`config.mk`:
```
export PLATFORM = sky130hd
export DESIGN_NAME = riscv_apb_arb
export DESIGN_NICKNAME = d
export VERILOG_FILES = /design/src/rtl/riscv_apb_arb.sv
export SDC_FILE = /design/constraint.sdc
export NUM_CORES = 1
export LEC_CHECK = 0
export CELL_PAD_IN_SITES_DETAIL_PLACEMENT = 0
export CELL_PAD_IN_SITES_GLOBAL_PLACEMENT = 1
export CORE_MARGIN = 3
export CORE_UTILIZATION = 11
export CTS_CLUSTER_DIAMETER = 30
export DETAILED_ROUTE_END_ITERATION = 6
export GPL_TIMING_DRIVEN = 0
export PLACE_DENSITY = 0.89
export SETUP_SLACK_MARGIN = 0.4
export SLEW_MARGIN = 30
export SYNTH_ARGS = -nofsm -noshare
export SYNTH_HDL_FRONTEND = slang
export SYNTH_SLANG_ARGS = --single-unit
```
`constraint.sdc`:
```
create_clock -name clk -period 4.54 [get_ports clk]
set_input_delay 0.681 -clock clk [delete_from_list [all_inputs] [get_ports clk]]
set_output_delay 0.681 -clock clk [all_outputs]
set_load 0.02 [all_outputs]
```
`src/rtl/riscv_apb_arb.sv`:
```
// Two-master (instruction fetch, load/store) to one-slave APB arbiter.
// Each requester sees a plain APB slave. The arbiter runs the downstream
// SETUP/ACCESS phases for the granted requester. Only that requester
// receives pready/prdata/pslverr.
module riscv_apb_arb #(
    parameter int ADDR_W  = 32,
    parameter int DATA_W  = 32,
    parameter bit LS_PRIO = 1'b0
) (
    input  logic                  clk,
    input  logic                  reset_n,
    // instruction-fetch requester
    input  logic                  if_psel_i,
    input  logic [ADDR_W-1:0]     if_paddr_i,
    output logic                  if_pready_o,
    output logic [DATA_W-1:0]     if_prdata_o,
    output logic                  if_pslverr_o,
    // load/store requester
    input  logic                  ls_psel_i,
    input  logic [ADDR_W-1:0]     ls_paddr_i,
    input  logic                  ls_pwrite_i,
    input  logic [DATA_W-1:0]     ls_pwdata_i,
    input  logic [DATA_W/8-1:0]   ls_pstrb_i,
    output logic                  ls_pready_o,
    output logic [DATA_W-1:0]     ls_prdata_o,
    output logic                  ls_pslverr_o,
    // downstream APB master port
    output logic                  m_psel_o,
    output logic                  m_penable_o,
    output logic [ADDR_W-1:0]     m_paddr_o,
    output logic                  m_pwrite_o,
    output logic [DATA_W-1:0]     m_pwdata_o,
    output logic [DATA_W/8-1:0]   m_pstrb_o,
    input  logic                  m_pready_i,
    input  logic [DATA_W-1:0]     m_prdata_i,
    input  logic                  m_pslverr_i,
    // registered grant {ls, if}
    output logic [1:0]            gnt_o
);

    typedef enum logic [1:0] {
        ST_IDLE   = 2'd0,
        ST_SETUP  = 2'd1,
        ST_ACCESS = 2'd2
    } state_t;

    state_t     state_q, state_d;
    logic [1:0] gnt_q, gnt_d;          // {ls, if}
    logic       last_ls_q, last_ls_d;  // 1 = LS was served most recently
    logic       cand_if, cand_ls;      // requesters eligible at this arbitration point
    logic [1:0] pick;                  // arbitration winner, one-hot {ls, if} or 0
    logic       done;                  // downstream transfer completes this cycle

    // A reset cycle abandons the transfer, so no completion is reported in it.
    assign done = (state_q == ST_ACCESS) && m_pready_i && reset_n;

    // Pick a winner; a completing requester still holds psel, so it is excluded.
    always_comb begin
        cand_if = if_psel_i;
        cand_ls = ls_psel_i;
        if (state_q == ST_ACCESS) begin
            cand_if = if_psel_i & ~gnt_q[0];
            cand_ls = ls_psel_i & ~gnt_q[1];
        end
        pick = 2'b00;
        if (cand_if && cand_ls) begin
            pick = (LS_PRIO || !last_ls_q) ? 2'b10 : 2'b01;
        end else if (cand_ls) begin
            pick = 2'b10;
        end else if (cand_if) begin
            pick = 2'b01;
        end
    end

    // Next-state logic for the downstream phase sequencer and the grant.
    always_comb begin
        state_d   = state_q;
        gnt_d     = gnt_q;
        last_ls_d = last_ls_q;
        case (state_q)
            ST_IDLE: begin
                if (pick != 2'b00) begin
                    state_d = ST_SETUP;
                    gnt_d   = pick;
                end
            end
            ST_SETUP: begin
                state_d = ST_ACCESS;
            end
            ST_ACCESS: begin
                if (m_pready_i) begin
                    last_ls_d = gnt_q[1];
                    gnt_d     = pick;
                    state_d   = (pick != 2'b00) ? ST_SETUP : ST_IDLE;
                end
            end
            default: begin
                state_d = ST_IDLE;
                gnt_d   = 2'b00;
            end
        endcase
    end

    // State, grant and last-served registers; IF wins the first tie after reset.
    always_ff @(posedge clk) begin
        if (!reset_n) begin
            state_q   <= ST_IDLE;
            gnt_q     <= 2'b00;
            last_ls_q <= 1'b1;
        end else begin
            state_q   <= state_d;
            gnt_q     <= gnt_d;
            last_ls_q <= last_ls_d;
        end
    end

    assign gnt_o       = gnt_q;
    assign m_psel_o    = (state_q != ST_IDLE);
    assign m_penable_o = (state_q == ST_ACCESS);

    // Downstream request mux; IF is read-only so its write fields are forced low.
    always_comb begin
        m_paddr_o  = '0;
        m_pwrite_o = 1'b0;
        m_pwdata_o = '0;
        m_pstrb_o  = '0;
        if (state_q != ST_IDLE) begin
            if (gnt_q[1]) begin
                m_paddr_o  = ls_paddr_i;
                m_pwrite_o = ls_pwrite_i;
                m_pwdata_o = ls_pwdata_i;
                m_pstrb_o  = ls_pstrb_i;
            end else if (gnt_q[0]) begin
                m_paddr_o  = if_paddr_i;
            end
        end
    end

    // Response steering: only the granted requester sees the completion.
    always_comb begin
        if_pready_o  = done & gnt_q[0];
        ls_pready_o  = done & gnt_q[1];
        if_prdata_o  = if_pready_o ? m_prdata_i  : '0;
        if_pslverr_o = if_pready_o ? m_pslverr_i : 1'b0;
        ls_prdata_o  = ls_pready_o ? m_prdata_i  : '0;
        ls_pslverr_o = ls_pready_o ? m_pslverr_i : 1'b0;
    end

    // A granted requester must keep psel high for the whole transfer.
    if_hold_a: assert property (@(posedge clk) disable iff (!reset_n)
        ((state_q != ST_IDLE) && gnt_q[0]) |-> if_psel_i);
    ls_hold_a: assert property (@(posedge clk) disable iff (!reset_n)
        ((state_q != ST_IDLE) && gnt_q[1]) |-> ls_psel_i);

endmodule

```
==> Word level (Yosys, flattened, before mapping) <==
Index checks and enable logic that the tools add are counted.
W data, S select, Z words.
{ "classes": {"eq_ne": 4, "mux": 26, "bitwise_logic": 7, "n_reduce_logical": 9} }
{ "op_table": {"columns": ["operator", "n"], "rows": [
  ["$mux W32", 7],
  ["$mux W2", 7],
  ["$pmux W2 S3", 2],
  ["$mux W1", 8],
  ["$mux W4", 2],
  ["$and A1 B1 Y1", 4],
  ["$reduce_and A2 Y1", 2],
  ["$reduce_bool A2 Y1", 2],
  ["$logic_and A1 B1 Y1", 3],
  ["$not A1 Y1", 3],
  ["$reduce_and A3 Y1", 1],
  ["$eq A2 B1 Y1 const B", 1],
  ["$eq A2 B2 Y1 const B", 1],
  ["$logic_not A2 Y1", 1],
  ["$ne A2 B1 Y1 const B", 1],
  ["$ne A2 B2 Y1 const B", 1]
]} }
{ "totals": {"reg_bits": 5, "inputBits": 139, "output_inout_bits": 141} }

==> Depth between registers and ports, before layout <==
{ "depth": {"ltp_word": 10, "depth_mapped": 6} }

==> Least setup slack after synthesis <==
OpenSTA, ideal clock, no wires.
{ "synth_path": {"path_type": "input -> output", "start": "input reset_n", "end": "output ls_prdata_o[23]", "arrival_ns": 1.614, "required_time_ns": 3.859, "path_slack_ns": 2.245, "stages": 5, "path_cell_list": "nor2b_1 -> and4_1 -> buf_2 -> buf_2 -> and2_1"} }
{ "synth_via": {"elab_chain_cells": 3} }
{ "synth_lines": {"columns": ["element", "line_no", "rtl"], "rows": [
  ["start: declaration", "11", "input logic reset_n,"],
  ["$logic_and A1 B1 Y1", "55", "assign done = (state_q == ST_ACCESS) && m_pready_i && reset_n;"],
  ["$and A1 B1 Y1", "142", "ls_pready_o = done & gnt_q[1];"],
  ["via ls_pready_o", "24", "output logic ls_pready_o,"],
  ["$mux W32", "145", "ls_prdata_o = ls_pready_o ? m_prdata_i : '0;"],
  ["end: declaration", "25", "output logic [DATA_W-1:0] ls_prdata_o,"]
]} }
The timed path passes the listed nets, and every way through them passes these cells.

==> Worst setup path in the final report <==
{ "layout_path": {"start": "input reset_n", "end": "output ls_prdata_o[22]"} }
{ "layout_via": {"elab_chain_cells": 3} }
{ "layout_lines": {"columns": ["element", "line_no"], "rows": [
  ["$logic_and A1 B1 Y1", "55"],
  ["$and A1 B1 Y1", "142"],
  ["$mux W32", "145"]
]} }
Every way passes these cells.

==> impl_metrics.tcl <==
set metrics [dict create \
    dpl.hpwl_um 8459 \
    hold_viol 0 \
    ys_ff_latch 5 \
    drt-total-wl_um 9645 \
    p_leak_uw 0.001804 \
    cp_slowest_cell "clkdlybuf4s50_1" \
    clk_latency_ns 0.23 \
    clockBufferDepth 2 \
    grt_overflow 0 \
    hold_buffers 0 \
    grt.total_usage 0.1245 \
    p_sw_uw 130.9 \
    syn_inst 195 \
    dieArea_um2 14010 \
    vdd_drop_max_v 0.00007612 \
    clk_pin_slew_ns 0.03 \
    hp-class "flip-flop to flip-flop" \
    tightestPinTransition_ns 0.4493 \
    design_area_um2 4471 \
    p_seq_frac 0.109 \
    p_int_uw 334.5 \
    p_comb_frac 0.576 \
    core_area_um2 12160 \
    timing.final.crit_share 0.7763 \
    cts_tree "yes" \
    clockPowerShare 0.314 \
    post-route-drc-count 0 \
    grt_pass1_vias 2715 \
    grt_pass1_wl_um 14350 \
    critPathLaunchType "input pin" \
    yosysUniqueCellTypes 26 \
    powerDensity_nw_per_um2 104.1 \
    drive_above_1_share 0.04603 \
    io_pins 280 \
    clock-sinks 5 \
    syn_area_per_cell_um2 7.122 \
    grt_max_degree 11 \
    fp-row-count 40 \
    worstPathArrival_ns 2.84 \
    drtPass1Iterations 4 \
    final_common_cell "clkdlybuf4s50_1" \
    ys_seq_area_frac 0.07207 \
    numCtsBuffers 3 \
    cts_setup_buffers 0 \
    die_w_um 118.4 \
    syn_area_um2 1389 \
    status "finished clean" \
    rsz0062_at_grt "false" \
    cts-root-buf "clkbuf_16" \
    crit_required_ns 3.86 \
    ctsHtreeMaxLevel 1 \
    drtAntennaViolNets 0 \
    die_h_um 118.4 \
    cts_resized 0 \
    criticalPathCategory "input pin to output port" \
    setup_violations 0 \
    synth_fp_nets 334 \
    clock_skew_ns 0.0005452 \
    relSlewSlack 0.7005 \
    r2r_slack_ns 3.17 \
    wl_per_cell_um 14.93 \
    crit_chain "clkdlybuf4s50_1 > nor2b_1 > and4_1 > buf_2 > buf_2 > and2_1 > clkdlybuf4s50_1" \
    fmax_mhz 283.7 \
    start_util 0.1142 \
    switching_share 0.2812 \
    vias_per_cell 3.933 \
    place_congestion 0.8583 \
    drtIter0Drc 49 \
    n_antenna_cell 0 \
    synth_warnings 0 \
    crit_fanout 10 \
    end_kind "output port" \
    antenna_found_initial 0 \
    final_nets 618 \
    final_cell_mix "clkdlybuf4s50_1, and2_1, and3_1" \
    area_growth_pct 221.9 \
    worst_path_largest_cell_delay_ns 0.62 \
    max-cap-violations 0 \
    maxSlewViolCount 0 \
    post-route-min-period_ns 3.524 \
    post_dp_cell_area_um2 4392 \
    port_buffers 279 \
    setup_tns_ns 0 \
    via_count 2541 \
]
-- critical path, delay by kind of cell --
kind,cells,cell delay (ns)
buffers and inverters,4,1.56
AND/OR/NAND/NOR,3,0.60
-- through the flow --
step / power (uW) / setup slack, ns / utilization / hold WS (ns) / cells
5_1_grt: 488.2 / 0.8149 / 0.3676 / 0.5240 / 646
4_1_cts: 470.8 / 0.9776 / 0.3676 / 0.5081 / 646
6_report: 465.4 / 1.016 / 0.3676 / 0.5089 / 646
3_3_place_gp: 318.5 / 0.9971 / 0.3611 / 0.4770 / 642
2_1_floorplan: 137.7 / 2.245 / - / 0.4577 / 195
3_5_place_dp: 321.0 / 0.9889 / 0.3611 / 0.5035 / 642
-- state kept, by name, summed over array words and instances (netlist names) --
name and count:
gnt_o 2, state_q 2, last_ls_q 1
-- cell usage after synthesis --
master,instances,area (um^2)
and2_1,66,412.9
and3_1,37,231.5
a22o_1,32,280.3
clkbuf_1,9,33.78
buf_2,8,40.04
buf_6,8,90.09
dfxtp_1,5,100.1
nand2_1,4,15.01
nand3b_1,4,30.03
nor2_1,3,11.26
a21oi_1,2,10.01
mux2i_1,2,20.02
nor2b_1,2,12.51
a21bo_2,1,10.01
a22oi_1,1,7.510
a311o_1,1,10.01
and2_4,1,8.760
and3b_1,1,8.760
and4_1,1,8.760
inv_1,1,3.750
nand2b_1,1,6.260
nor3b_1,1,7.510
o2111ai_1,1,8.760
o21ai_0,1,5.000
o21bai_1,1,7.510
or2_4,1,8.760
-- layer usage --
metal | global-route usage | vias to the layer above | share of wire
li1 | - | 1252 | -
met1 | 0.1249 | 1113 | 0.35
met2 | 0.2462 | 174 | 0.52
met3 | 0.04928 | 2 | 0.13
met4 | 0.01392 | 0 | 0.0027
met5 | 0 | - | 0
-- path summary, 6_finish.rpt --
path                                 from                      to  depth (start not counted)
setup / recovery                  reset_n         ls_prdata_o[22]                          7
hold / removal     last_ls_q$_SDFFE_PN1N_  last_ls_q$_SDFFE_PN1N_                          2
setup reg to reg  state_q[0]$_SDFFE_PN0P_  last_ls_q$_SDFFE_PN1N_                          6
hold reg to reg    last_ls_q$_SDFFE_PN1N_  last_ls_q$_SDFFE_PN1N_                          2
-- area by class of cell --
type,instances,area (um^2)
tap,168,210.2
buffer,25,163.9
fill,1266,7691
sequential,5,100.1
inverter,1,3.754
timing repair buffer,279,2793
multi-input combinational,164,1121
clock buffer,4,78.83
-- power by group through the flow --
stage               Clock, uW  Combinational [uW]  Sequential, uW
finish                    146                 268            50.9
global route              151                 286            51.4
CTS                       149                 271            51.0
detailed placement          0                 269            51.6
global placement            0                 267            51.6
floorplan                   0                85.8            52.0
-- kinds of logic after synthesis --
family / synth area share
buf+inv: 0.1207
flops: 0.07207
simple gates: 0.5487
compound gates: 0.2441
mux: 0.01441
(Power assumes the default switching activity.)
